<file path="src/rtl/boot_loader_pkg.sv">
// Shared definitions for the instruction-memory boot loader.
//   loader_state_t : loader FSM states
//   BYTES_PER_WORD : payload bytes packed into one instruction word
//   DEFAULT_MAGIC  : default frame start byte
package boot_loader_pkg;

  typedef enum logic [2:0] {
    BOOT,
    WAIT_MAGIC,
    LEN_LO,
    LEN_HI,
    DATA,
    CHECK,
    RUN,
    ERROR
  } loader_state_t;

  localparam int         BYTES_PER_WORD = 4;
  localparam logic [7:0] DEFAULT_MAGIC  = 8'hA5;

endpackage

</file>
<file path="src/rtl/imem_boot_loader_packer.sv">
// byte_word_packer: assembles little-endian 32-bit words from a byte stream.
// Ports:
//   clk, reset_n : clock and synchronous active-low reset
//   byte_valid   : byte_data is consumed this cycle
//   byte_data    : incoming byte, placed in lane 'lane'
//   clear        : restart assembly at lane 0 (takes priority over byte_valid)
//   word         : assembly register; complete while word_valid is high
//   word_valid   : one-cycle pulse, the cycle after the 4th byte is consumed
//   lane         : lane the next byte will occupy
module byte_word_packer
  import boot_loader_pkg::*;
(
  input  logic        clk,
  input  logic        reset_n,
  input  logic        byte_valid,
  input  logic [7:0]  byte_data,
  input  logic        clear,
  output logic [31:0] word,
  output logic        word_valid,
  output logic [1:0]  lane
);

  always_ff @(posedge clk) begin
    if (!reset_n) begin
      lane       <= 2'd0;
      word       <= 32'd0;
      word_valid <= 1'b0;
    end else begin
      word_valid <= 1'b0;
      if (clear) begin
        lane <= 2'd0;
        word <= 32'd0;
      end else if (byte_valid) begin
        word[{lane, 3'b000} +: 8] <= byte_data;
        lane                      <= lane + 2'd1;
        // The 4th byte lands on this edge, so the word is whole during the pulse.
        word_valid                <= (lane == 2'(BYTES_PER_WORD - 1));
      end
    end
  end

endmodule

</file>
<file path="src/rtl/imem_boot_loader.sv">
// imem_boot_loader: receives a framed byte stream (MAGIC, LEN lo, LEN hi,
// LEN*4 payload bytes, XOR checksum), writes the payload into instruction
// memory and holds the core in reset until a verified image is loaded.
// Ports:
//   clk, reset_n          : clock and synchronous active-low reset
//   rx_valid, rx_data     : incoming byte stream
//   rx_ready              : byte accepted when rx_valid & rx_ready
//   start                 : reload request, honoured in RUN and ERROR
//   imem_we/addr/wdata    : instruction memory write port
//   cpu_reset_n           : core reset, released only in RUN
//   busy, done, error     : load in progress / image running / load failed
module imem_boot_loader
  import boot_loader_pkg::*;
#(
  parameter int         ADDR_WIDTH = 10,
  parameter int         DATA_WIDTH = 32,
  parameter logic [7:0] MAGIC      = DEFAULT_MAGIC
) (
  input  logic                  clk,
  input  logic                  reset_n,
  input  logic                  rx_valid,
  input  logic [7:0]            rx_data,
  output logic                  rx_ready,
  input  logic                  start,
  output logic                  imem_we,
  output logic [ADDR_WIDTH-1:0] imem_addr,
  output logic [DATA_WIDTH-1:0] imem_wdata,
  output logic                  cpu_reset_n,
  output logic                  busy,
  output logic                  done,
  output logic                  error
);

  loader_state_t         state, next_state;
  logic [7:0]            len_lo;
  logic [15:0]           len;
  logic [15:0]           len_rx;
  logic [ADDR_WIDTH:0]   word_addr;
  logic [7:0]            chk;
  logic                  accept;
  logic                  len_bad;
  logic                  last_word;
  logic [1:0]            byte_cnt;
  logic [31:0]           word;
  logic                  word_valid;
  logic                  busy_d, done_d, error_d, cpu_reset_n_d;

  assign accept    = rx_valid & rx_ready;
  assign len_rx    = {rx_data, len_lo};
  // Upper bound is inclusive: a full 2^ADDR_WIDTH-word image is legal.
  assign len_bad   = (len_rx == 16'd0) ||
                     (32'(len_rx) > (32'd1 << ADDR_WIDTH));
  // word_addr still indexes the word being assembled when its 4th byte arrives.
  assign last_word = (32'(word_addr) + 32'd1) == 32'(len);

  always_comb begin
    rx_ready = 1'b0;
    case (state)
      WAIT_MAGIC, LEN_LO, LEN_HI, DATA, CHECK: rx_ready = 1'b1;
      default:                                 rx_ready = 1'b0;
    endcase
  end

  byte_word_packer u_packer (
    .clk        (clk),
    .reset_n    (reset_n),
    .byte_valid (accept && (state == DATA)),
    .byte_data  (rx_data),
    .clear      (accept && (state == LEN_HI)),
    .word       (word),
    .word_valid (word_valid),
    .lane       (byte_cnt)
  );

  assign imem_we    = word_valid;
  assign imem_addr  = word_addr[ADDR_WIDTH-1:0];
  assign imem_wdata = word;

  // State and registered status outputs
  always_ff @(posedge clk) begin
    if (!reset_n) begin
      state       <= BOOT;
      busy        <= 1'b0;
      done        <= 1'b0;
      error       <= 1'b0;
      cpu_reset_n <= 1'b0;
    end else begin
      state       <= next_state;
      busy        <= busy_d;
      done        <= done_d;
      error       <= error_d;
      cpu_reset_n <= cpu_reset_n_d;
    end
  end

  always_comb begin
    next_state = state;
    case (state)
      BOOT:       next_state = WAIT_MAGIC;
      WAIT_MAGIC: if (accept && (rx_data == MAGIC)) next_state = LEN_LO;
      LEN_LO:     if (accept) next_state = LEN_HI;
      LEN_HI:     if (accept) next_state = len_bad ? ERROR : DATA;
      DATA:       if (accept && (byte_cnt == 2'(BYTES_PER_WORD - 1)) && last_word)
                    next_state = CHECK;
      CHECK:      if (accept) next_state = (rx_data == chk) ? RUN : ERROR;
      RUN, ERROR: if (start) next_state = WAIT_MAGIC;
      default:    next_state = BOOT;
    endcase
  end

  // Status outputs are decoded from next_state so they align with the state.
  always_comb begin
    busy_d        = 1'b0;
    done_d        = 1'b0;
    error_d       = 1'b0;
    cpu_reset_n_d = 1'b0;
    case (next_state)
      WAIT_MAGIC, LEN_LO, LEN_HI, DATA, CHECK: busy_d = 1'b1;
      RUN: begin
        done_d        = 1'b1;
        cpu_reset_n_d = 1'b1;
      end
      ERROR:   error_d = 1'b1;
      default: ;
    endcase
  end

  // Length, address and checksum datapath
  always_ff @(posedge clk) begin
    if (!reset_n) begin
      len_lo    <= 8'd0;
      len       <= 16'd0;
      word_addr <= '0;
      chk       <= 8'd0;
    end else begin
      if (accept && (state == LEN_LO)) len_lo <= rx_data;
      if (accept && (state == LEN_HI)) begin
        len       <= len_rx;
        word_addr <= '0;
        chk       <= 8'd0;
      end else begin
        if (word_valid) word_addr <= word_addr + 1'b1;
        if (accept && (state == DATA)) chk <= chk ^ rx_data;
      end
    end
  end

endmodule
</file>
<file path="config.mk">
export PLATFORM = sky130hd
export DESIGN_NAME = imem_boot_loader
export DESIGN_NICKNAME = d
export VERILOG_FILES = /design/src/rtl/boot_loader_pkg.sv /design/src/rtl/imem_boot_loader_packer.sv /design/src/rtl/imem_boot_loader.sv
export SDC_FILE = /design/constraint.sdc
export NUM_CORES = 1
export LEC_CHECK = 0
export BUFFER_PORTS_ARGS = -buffer_cell sky130_fd_sc_hd__buf_4
export CAP_MARGIN = 20
export CORE_UTILIZATION = 40
export DETAILED_ROUTE_END_ITERATION = 12
export SKIP_CTS_REPAIR_TIMING = 1
export SYNTH_ARGS = -nofsm -noshare
export SYNTH_HDL_FRONTEND = slang
export SYNTH_SLANG_ARGS = --single-unit
</file>
<file path="constraint.sdc">
create_clock -name clk -period 2.9 [get_ports clk]
set_clock_uncertainty 0.1 [all_clocks]
set_input_delay 0 -clock clk [delete_from_list [all_inputs] [get_ports clk]]
set_output_delay 0 -clock clk [all_outputs]
set_load 0.1 [all_outputs]
</file>
### Yosys cells after proc, flatten, opt, wreduce, memory -nomap -nowiden

Index checks and enable logic that the tools add are counted.

| word-level totals | value |
|---|---|
| flip-flop bits (word level) | 84 |
| word-level logic and storage cells | 68 |

| cells by class | value |
|---|---|
| add/sub/neg operators | 4 |
| order comparisons | 1 |
| eq/ne operators | 18 |
| shift operators | 2 |
| muxes and demuxes | 14 |
| bitwise gates (word level) | 4 |
| reduce and logical (&&, ||, !) cells | 14 |

Operators by type and width:

| kind | number |
|---|---|
| $bwmux W32 | 1 |
| $shift A8 B7 Y32 const A | 1 |
| $shiftx A8 B7 Y32 | 1 |
| $eq A3 B3 Y1 const B | 8 |
| $pmux W3 S7 | 1 |
| $mux W3 | 6 |
| $eq A12 B16 Y1 | 1 |
| $gt A16 B11 Y1 const B | 1 |
| $logic_not A16 Y1 | 1 |
| $add A11 B1 Y12 const B | 1 |
| $eq A3 B2 Y1 const B | 4 |
| $add A11 B1 Y11 const B | 1 |
| $reduce_or A5 Y1 | 2 |
| $eq A8 B8 Y1 | 1 |
| $eq A8 B8 Y1 const B | 1 |
| $xor A8 B8 Y8 | 1 |
| $neg A5 Y7 | 1 |
| $eq A3 B1 Y1 const B | 2 |
| $logic_and A1 B1 Y1 | 6 |
| $mux W1 | 5 |
| $reduce_or A2 Y1 | 2 |
| $logic_not A3 Y1 | 1 |
| $reduce_or A3 Y1 | 1 |
| $add A2 B1 Y2 const B | 1 |
| other kinds (5) | 6 |

### Longest topological paths before layout

Gate-level depths: netlist (run 1).

| logic depth | value |
|---|---|
| depth in word-level cells | 11 |
| mapped depth | 9 |
| depth with buffers taken out | 7 |

### Hierarchy

From an unflattened synthesis (run 1), not the netlist that was laid out.

| second synthesis, totals | value |
|---|---|
| cells, all modules | 461 |
| area total of the unflattened synthesis | 4000.1 µm² |

By module, submodules not included:

| module | instances | cells an instance | area each (µm²) | seq. area each (µm²) |
|---|---|---|---|---|
| imem_boot_loader | 1 | 316 | 2588.7 | 980.9 |
| byte_word_packer | 1 | 145 | 1411.4 | 700.7 |

### Worst setup path before layout (run 1)

OpenSTA, ideal clock, no wires.

| timing path | value |
|---|---|
| path type | register to output |
| start point | reg state[1] |
| end point | out rx_ready |
| data arrival time | 2.142 ns |
| data required time | 2.800 ns |
| path slack | 0.658 ns |
| cell stages (with the launch flop) | 4 |
| buffers on the path | 1 |
| cells stage by stage | dfxtp_1 clkbuf_1 nor3_1 a21oi_1 |

| on the way | value |
|---|---|
| longest elaborated chain between the ends | 3 |
| elaborated cells on any way between the ends | 7 |
| classes of those cells | eq/ne (5); mux (1); reduce/logical (1) |

Ends and longest elaborated chain:

| item | line | source |
|---|---|---|
| start: declaration | imem_boot_loader.sv:34 | `loader_state_t state, next_state;` |
| start signal: assignment | imem_boot_loader.sv:88 | `state <= next_state;` |
| $eq A3 B2 Y1, or another cell as far along | imem_boot_loader.sv:58 | `case (state)` |
| $reduce_or A5 Y1 * | imem_boot_loader.sv:58 |  |
| $mux W1 * | imem_boot_loader.sv:58 |  |
| end: declaration | imem_boot_loader.sv:23 | `output logic rx_ready,` |

Mark *: on every way between the ends. The rest lies on a longest branch, timed or not.

### Final worst setup path (run 1)

| timing path | value |
|---|---|
| start point | reg state[2] |
| end point | reg done |

| on the way | value |
|---|---|
| longest elaborated chain between the ends | 10 |
| elaborated cells on any way between the ends | 24 |
| classes of those cells | eq/ne (8); mux (9); bitwise (1); reduce/logical (6) |

Ends and longest elaborated chain:

| item | line | source |
|---|---|---|
| $eq A3 B2 Y1, or another cell as far along | imem_boot_loader.sv:58, imem_boot_loader.sv:98 |  |
| $reduce_or A5 Y1 | imem_boot_loader.sv:58 |  |
| $mux W1 | imem_boot_loader.sv:58 |  |
| $and A1 B1 Y1 | imem_boot_loader.sv:48 | `assign accept = rx_valid & rx_ready;` |
| $logic_and A1 B1 Y1 (2 in series) | imem_boot_loader.sv:103 | `DATA: if (accept && (byte_cnt == 2'(BYTES_PER_WORD - 1)) && last_word)` |
| $mux W3 | imem_boot_loader.sv:103 |  |
| $pmux W3 S7 * | imem_boot_loader.sv:98 | `case (state)` |
| $eq A3 B3 Y1 * | imem_boot_loader.sv:117 | `case (next_state)` |
| $mux W1 * | imem_boot_loader.sv:117 |  |
| end signal: assignment | imem_boot_loader.sv:90 | `done <= done_d;` |
| end: declaration | imem_boot_loader.sv:30 | `output logic done,` |

Marks and branches as above.
A chain may end at the register's enable or synchronous reset.

==> results of run 1 <==
## layout make-up
class	instances	area (um2)	area share, %
repair buffers	77	613	12.9
flip-flops and latches	84	1680	35.5
multi-input cells	350	2080	43.8
inverters	2	7.51	0.158
well taps	133	166	3.51
clock inverters	6	71.3	1.50
clock buffers	10	128	2.69
## kinds of logic after synthesis
logic type / after synthesis / share of synthesized area [%]
compound gates: 79 / 12.3
xor+xnor: 40 / 8.77
fa+ha+maj: 7 / 2.19
buf+inv: 51 / 6.14
flops: 84 / 42.1
mux: 11 / 2.76
simple gates: 213 / 25.7
## routing by layer
metal | vias to the layer above | global-route usage (%) | part of all wire, % | wire, um
li1 | 1700 | - | - | -
met1 | 1564 | 24.3 | 48 | 4540
met2 | 76 | 31.4 | 45 | 4200
met3 | 22 | 3.28 | 3.9 | 371
met4 | 0 | 10.2 | 3.1 | 289
met5 | - | 0 | 0 | 0
## through the flow
step	worst slack (ps)	hold slack, ps	utilization [%]	std cells	total power [W]
5_1_grt	236	10.8	48.8	662	0.00219
3_5_place_dp	466	258	45.8	637	0.00127
2_1_floorplan	658	54.9	-	485	0.00124
3_3_place_gp	572	249	45.8	637	0.00127
6_report	415	-14.5	48.8	662	0.00210
4_1_cts	438	-120	47.8	653	0.00212
## synthesized netlist by cell type, types with 2 or more instances
cell type / instances / area, um2
a211oi_1: 2 / 15.0
a21boi_0: 16 / 120
a21oi_1: 39 / 195
a31oi_1: 4 / 25.0
and2_1: 6 / 37.5
and3_1: 3 / 18.8
and4_1: 3 / 26.3
buf_1: 3 / 11.3
buf_2: 4 / 20.0
buf_4: 11 / 82.6
clkbuf_1: 30 / 113
dfxtp_1: 84 / 1680
ha_1: 7 / 87.6
inv_1: 2 / 7.51
mux2i_1: 11 / 110
nand2_1: 92 / 345
nand3_1: 40 / 200
nand4_1: 8 / 50.1
nor2_1: 24 / 90.1
nor2b_1: 16 / 100
nor3_1: 2 / 10.0
nor3b_1: 5 / 37.5
nor4_1: 3 / 18.8
o211ai_1: 2 / 15.0
o21a_1: 2 / 15.0
o21ai_0: 3 / 15.0
o22ai_1: 2 / 12.5
xnor2_1: 19 / 166
xor2_1: 21 / 184
## cells in the final DEF, fill, tap and decap left out, types with 6 or more instances in the layout
master / instances
xnor2_1: 19
clkbuf_8: 9
dfxtp_1: 84
nand4_1: 8
nand2_1: 92
ha_1: 7
nand3_1: 40
mux2i_1: 11
dlygate4sd3_1: 9
xor2_1: 21
nor2b_1: 16
buf_4: 67
and2_1: 6
a21oi_1: 39
a21boi_0: 16
nor2_1: 24
## critical path: cells and delay by family, from the launching register on
family	cells	cell delay, ps
AO/OA/AOI/OAI	1	140
flip-flops	1	570
AND/OR/NAND/NOR	5	1570
## registers in the layout, indices dropped and copies added (netlist names)
name and count:
u_packer.word_valid 1, len_lo 8, error 1, u_packer.lane 2, done 1, word_addr 11, busy 1, state 3
len 16, chk 8, u_packer.word 32
## power by group
| part | internal [W] | switching (W) | leakage (nW) |
|---|---|---|---|
| Combinational | 0.0000373 | 0.0000637 | 0.943 |
| Sequential | 0.00115 | 0.00000233 | 0.677 |
| Clock | 0.000406 | 0.000440 | 0.0935 |
| Total | 0.00160 | 0.000506 | 1.71 |
## worst min-delay path by stage
stage	startpoint	end	slack [ps]	cells past startpoint
detailed placement	rx_data[7]	len[15]$_SDFFE_PN0P_	260	3
finish	start	state[2]$_SDFF_PN0_	-10	4
global route	start	busy$_SDFF_PN0_	10	4
CTS	rx_data[7]	u_packer.word[7]$_SDFFE_PP0P_	-120	3
floorplan	reset_n	state[2]$_SDFF_PN0_	50	1
global placement	rx_data[6]	len[14]$_SDFFE_PN0P_	250	3
==> flow_metrics.tcl, run 1 <==
set metrics [dict create \
    port_buffers 59 \
    cp_max_fo 13 \
    reg2reg_depth 6 \
    worst-r2r-setup-slack_ps 420 \
    final.setup.tns_ps 0 \
    worstSetupEndpoint "done$_SDFF_PN0_" \
    wl_per_cell_um 14.2 \
    postSynthAreaPerCell_um2 8.24 \
    clock_latency_ps 350 \
    core_area_um2 9730 \
    clkTransAtPathRegs_ps 90 \
    synthCells 485 \
    final_net_count 543 \
    fin_crit_sh_pct 85.7 \
    dp_hpwl_um 6190 \
    first_pass_iters 4 \
    max_stage_delay_ps 570 \
    worst_hold_slack_ps -14.5 \
    final_area_um2 4740 \
    dieArea_um2 10400 \
    max-clock-path-buffers 2 \
    setup_viol_count_final 0 \
    p_per_area_nw_per_um2 444 \
    worstSetupPathType "reg -> reg" \
    drc 0 \
    synthToLayoutAreaGrowth_pct 18.7 \
    cts_tree "done" \
    rows 36 \
    track_usage_pct 19.2 \
    worstPathRequired_ps 3050 \
    start_kind "flop" \
    rsz0062_at_grt "false" \
    leakage_nw 1.71 \
    drv_cap 0 \
    grt_pass1_vias 3174 \
    cts-root-buf "clkbuf_8" \
    timing.rr.end "done$_SDFF_PN0_" \
    synth_area_um2 4000 \
    die_height_um 102 \
    grt_pass1_wl_um 15600 \
    cts_buffers 9 \
    ys_warn_count 0 \
    synth_edf_count 0 \
    violations "hold timing" \
    vias 3362 \
    hold_class "in -> reg" \
    finalMaxSlewViolations 0 \
    gp_congestion 0.857 \
    period_minus_slack_ps 2480 \
    grt_start_max_net_pins 55 \
    slowest_stage "dfxtp_1" \
    wl_um 9410 \
    drive_gt1_share_pct 17.0 \
    timing.rr.start "state[2]$_SDFF_PN0_" \
    max_slew_margin_pct 65.3 \
    synthArstFlopShare_pct 0 \
    startpoint "state[2]$_SDFF_PN0_" \
    finalHoldViolCount 1 \
    ios 60 \
    clock-sinks 84 \
    start_util_pct 41.1 \
    ys_seq_elements 84 \
    overflow 0 \
    placed_area_um2 4450 \
    ys_seq_area_share_pct 42.1 \
    irDropWorstVdd_mv 0.236 \
    fp.dieW_um 102 \
    worst_ep_arrival_time_ps 2630 \
    cp-end-kind "flop" \
    path_cells "nor4bb_2, nand2_1, or4_4, nor4_2, a21oi_1, and2_1" \
    max_freq_ghz 0.402 \
    fillers 982 \
    diodes 0 \
    first_iter_violations 108 \
    synthFlopType "dfxtp_1" \
    synth_nets 504 \
    cts_max_level 3 \
    antenna_found_initial 0 \
    status "finished with violations" \
    drtAntennaViolNets 0 \
    tightest_slew_ps 513 \
    synth_cell_types 50 \
    routed_via_density 5.08 \
]
(Power assumes the default switching activity.)
==> run 2: changes to the inputs <==
Settings changed: CELL_PAD_IN_SITES_DETAIL_PLACEMENT set to 0, CELL_PAD_IN_SITES_GLOBAL_PLACEMENT set to 1, CTS_CLUSTER_SIZE set to 30, PLACE_DENSITY_LB_ADDON set to 0.1.
==> run 2 against run 1 <==
  * The flow now finishes without violations
  * Sequential cell count is the same
  * Power grew 8.9%
  * Cell area grew 1.7%
  * First-iteration DRC count shrank 9.3%
  * Non-clock buffer count grew 2
  * Sequential share of layout area shrank 0.58 points
  * Routed wire length grew 1.6%
  * Critical path type unchanged
==> flow_metrics.tcl, run 2 (synthesis results as in run 1) <==
set metrics [dict create \
    worst_ep_arrival_time_ps 2510 \
    reg2reg_depth 6 \
    startpoint "state[2]$_SDFF_PN0_" \
    worstPathRequired_ps 3050 \
    timing.rr.start "state[2]$_SDFF_PN0_" \
    dieArea_um2 10400 \
    synthToLayoutAreaGrowth_pct 20.7 \
    clock-sinks 84 \
    port_buffers 59 \
    irDropWorstVdd_mv 0.264 \
    rsz0062_at_grt "false" \
    ios 60 \
    worstSetupPathType "reg -> reg" \
    diodes 0 \
    dp_hpwl_um 6480 \
    worst-r2r-setup-slack_ps 540 \
    die_height_um 102 \
    fin_crit_sh_pct 81.5 \
    drv_cap 0 \
    cp-end-kind "flop" \
    min_to "u_packer.word_valid$_SDFF_PP0_" \
    hold_class "in -> reg" \
    rows 36 \
    fp.dieW_um 102 \
    wl_um 9550 \
    routed_via_density 5.06 \
    path_cells "nor4bb_4, nand2_1, or4_4, nor4_2, a21oi_1, and2_1" \
    tightest_slew_ps 534 \
    leakage_nw 1.76 \
    top_register "u_packer.word" \
    grt_start_max_net_pins 46 \
    track_usage_pct 19.5 \
    max_slew_margin_pct 63.9 \
    wl_per_cell_um 14.4 \
    finalMaxSlewViolations 0 \
    layout_common_cells "92 x nand2_1, 84 x dfxtp_1, 67 x buf_4" \
    cts_tree "done" \
    timing.rr.end "done$_SDFF_PN0_" \
    drive_gt1_share_pct 16.9 \
    largest_reg_flops 32 \
    status "complete, no violations" \
    worst_hold_slack_ps 6.52 \
    grt_pass1_vias 3048 \
    max-clock-path-buffers 2 \
    start_kind "flop" \
    p_per_area_nw_per_um2 475 \
    gp_congestion 0.796 \
    slowest_stage "dfxtp_1" \
    cts_max_level 3 \
    max_freq_ghz 0.423 \
    grt_pass1_wl_um 15700 \
    first_iter_violations 98 \
    finalHoldViolCount 0 \
    vias 3360 \
    final.setup.tns_ps 0 \
    start_util_pct 41.1 \
    layout_commonest_cell "nand2_1" \
    clkTransAtPathRegs_ps 90 \
    antenna_found_initial 0 \
    cts-root-buf "clkbuf_8" \
    setup_viol_count_final 0 \
    cts_buffers 9 \
    final_net_count 545 \
    drc 0 \
    hp-start "rx_valid" \
    first_pass_iters 6 \
    cp_max_fo 13 \
    clock_latency_ps 350 \
    largestRegisters "u_packer.word x32, len x16, word_addr x11" \
    period_minus_slack_ps 2360 \
    core_area_um2 9730 \
    hold_depth 4 \
    drtAntennaViolNets 0 \
    overflow 0 \
    max_stage_delay_ps 580 \
]
## run 2: cell types whose count changed in the layout (fill, tap and decap cells not counted), sizes merged
| cell | change |
|---|---|
| clkinvlp | -2 |
| clkbuf | +1 |
| dlygate4sd3 | +2 |
| inv | -1 |
| bufinv | +2 |
## run 2: worst max-delay path by stage
stage                           end  slack, ps  depth (start not counted)
floorplan                  rx_ready        660                          3
global placement    done$_SDFF_PN0_        590                          6
detailed placement  done$_SDFF_PN0_        550                          6
CTS                 done$_SDFF_PN0_        530                          6
global route        done$_SDFF_PN0_        380                          7
finish              done$_SDFF_PN0_        540                          6
## run 2: metal layers
| metal | wire length, um | up-vias | global-route usage, % | share of wire [%] |
|---|---|---|---|---|
| met3 | 376 | 8 | 4.65 | 3.9 |
| met2 | 4580 | 74 | 31.8 | 48 |
| met5 | 0 | - | 0 | 0 |
| li1 | - | 1710 | - | - |
| met1 | 4520 | 1568 | 25.9 | 47 |
| met4 | 78 | 0 | 5.27 | 0.82 |
## run 2: stage by stage
| step | setup WS (ps) | cell area [um2] | total power, W | std cells | util [%] |
|---|---|---|---|---|---|
| 6_report | 538 | 4820 | 0.00229 | 664 | 49.6 |
| 5_1_grt | 383 | 4820 | 0.00238 | 664 | 49.6 |
| 4_1_cts | 532 | 4710 | 0.00231 | 653 | 48.4 |
| 3_5_place_dp | 552 | 4460 | 0.00128 | 637 | 45.9 |
| 3_3_place_gp | 586 | 4460 | 0.00128 | 637 | 45.9 |
| 2_1_floorplan | 658 | 4000 | 0.00124 | 485 | - |
## run 2: critical path, delay by kind of cell, from the launching register on
family,cells,cell delay [ps]
AOI/OAI and AO/OA,1,140
DFF,1,580
and+or+nand+nor,5,1440
## run 2: area by class of cell
type	count	area, um2
Multi-Input combinational cell	350	2080
Tap cell	133	166
Timing Repair Buffer	79	633
Fill cell	1002	4910
Sequential cell	84	1680
Inverter	2	7.51
Clock inverter	5	108
Clock buffer	11	141
## run 2: power breakdown
part | switching, W | internal [W]
clock | 0.000432 | 0.000601
sequential | 0.00000259 | 0.00115
combinational | 0.0000632 | 0.0000375
total | 0.000497 | 0.00179
==> run 3: changes to the inputs <==
Settings changed: CORE_UTILIZATION 40 to 38.
Clock period 2.9 ns to 1.9 ns, I/O delays scaled along.
==> run 3 against run 2 <==
  * Non-clock buffer count grew 27
  * Worst hold slack improved by 0.83 ps
  * Critical endpoint unchanged
  * Power up 38%
  * Critical path depth is the same
  * Register-to-register slack got worse by 530 ps
  * Utilization fell by 0.57 points
  * Sequential share of layout area is 1.2 points lower
  * Clock power up 19%
  * Routed wire length up 4.4%
  * Clock-buffer cell count unchanged
  * Fmax is 25% higher
==> flow_metrics.tcl, run 3 (synthesis results as in run 1) <==
set metrics [dict create \
    status "complete, no violations" \
    cts_tree "done" \
    worstSetupPathType "reg -> reg" \
    layout_commonest_cell "buf_4" \
    setup_viol_count_final 0 \
    first_iter_violations 131 \
    vias 3472 \
    max_freq_ghz 0.528 \
    worst_ep_arrival_time_ps 2050 \
    largest_reg_flops 32 \
    clock-sinks 84 \
    diodes 0 \
    rows 37 \
    cts-root-buf "clkbuf_8" \
    finalHoldViolCount 0 \
    worstSetupEndpoint "done$_SDFF_PN0_" \
    die_height_um 105 \
    gp_congestion 0.780 \
    cts_max_level 3 \
    cp-end-kind "flop" \
    first_pass_iters 4 \
    period_minus_slack_ps 1900 \
    placed_area_um2 4700 \
    top_register "u_packer.word" \
    max_slew_margin_pct 56.2 \
    final_net_count 572 \
    ios 60 \
    startpoint "state[1]$_SDFF_PN0_" \
    drive_gt1_share_pct 24.0 \
    cts_buffers 9 \
    final.setup.tns_ps 0 \
    irDropWorstVdd_mv 0.309 \
    grt_pass1_vias 3250 \
    fin_crit_sh_pct 99.8 \
    clock_latency_ps 350 \
    grt_start_max_net_pins 43 \
    wl_um 9980 \
    port_buffers 59 \
    worstPathRequired_ps 2050 \
    timing.rr.end "done$_SDFF_PN0_" \
    rsz0062_at_grt "true" \
    grt_pass1_wl_um 16200 \
    layout_common_cells "96 x buf_4, 92 x nand2_1, 77 x dfxtp_1" \
    worst-r2r-setup-slack_ps 5 \
    timing.rr.start "state[1]$_SDFF_PN0_" \
    max-clock-path-buffers 2 \
    final_area_um2 5030 \
    synthToLayoutAreaGrowth_pct 26.0 \
    leakage_nw 1.88 \
    cp_max_fo 3 \
    dieArea_um2 10900 \
    fp.dieW_um 105 \
    finalMaxSlewViolations 0 \
    largestRegisters "u_packer.word x32, len x16, word_addr x11" \
    clkTransAtPathRegs_ps 90 \
    hold_class "in -> reg" \
    routed_via_density 5.00 \
    antenna_found_initial 0 \
    wl_per_cell_um 14.4 \
    reg2reg_depth 6 \
    p_per_area_nw_per_um2 626 \
    start_kind "flop" \
    drtAntennaViolNets 0 \
    drv_cap 0 \
    tightest_slew_ps 648 \
    core_area_um2 10300 \
    overflow 0 \
    dp_hpwl_um 6890 \
    track_usage_pct 18.7 \
    start_util_pct 38.9 \
    drc 0 \
]
==> run 3: cell count changes in the layout (fill, tap and decap cells not counted), sizes merged <==
cell	previous run	this run
buf	68	97
dlygate4sd3	11	9
bufinv	3	0
inv	3	2
clkinv	1	4
clkinvlp	0	1
==> run 3: cell type report <==
cell class,count,area (um2)
clock inverter,5,35.0
tap,136,170
clock buffer,11,153
fill,1065,5240
inverter,2,7.51
sequential,84,1690
multi-input combinational,350,2150
timing repair buffer,106,831
==> run 3: worst min path at each step <==
stage          depth (start not counted)       start                             end
2_1_floorplan                          1     reset_n             state[2]$_SDFF_PN0_
3_3_place_gp                           3  rx_data[7]            len[15]$_SDFFE_PN0P_
3_5_place_dp                           3  rx_data[7]            len[15]$_SDFFE_PN0P_
4_1_cts                                3  rx_data[6]  u_packer.word[14]$_SDFFE_PP0P_
5_1_grt                                4    rx_valid  u_packer.word_valid$_SDFF_PP0_
6_report                               4    rx_valid  u_packer.word_valid$_SDFF_PP0_
==> run 3: worst max-delay path, cell delays in order, from the launching register on <==
cell,delay [ps]
dfxtp_2,340
nor4bb_4,290
nand2_1,120
or4_4,560
nor4_4,150
a21oi_2,110
and2_1,150
==> run 3: through the flow <==
stage	power [W]	std cells	util [%]	hold slack [ps]	setup slack [ps]
6_report	0.00315	694	49.0	7.35	4.61
5_1_grt	0.00328	694	49.0	17.0	-95.6
4_1_cts	0.00319	684	47.5	-131	-101
3_5_place_dp	0.00195	668	45.7	261	-82.5
3_3_place_gp	0.00195	668	45.7	251	-56.5
2_1_floorplan	0.00189	485	-	54.9	-27.1
==> run 3: per-layer routing <==
metal	GRT usage, %	part of all wire, %
met2	32.4	50
met4	6.33	0.70
met1	23.1	46
met5	0	0
met3	3.74	3.5
==> run 3: where the power goes <==
group	total [W]	switching (W)	leakage, nW	internal (W)
logic	0.000166	0.000102	1.10	0.0000633
registers	0.00176	0.00000152	0.680	0.00176
clock network	0.00123	0.000671	0.0944	0.000556
total	0.00315	0.000775	1.88	0.00238
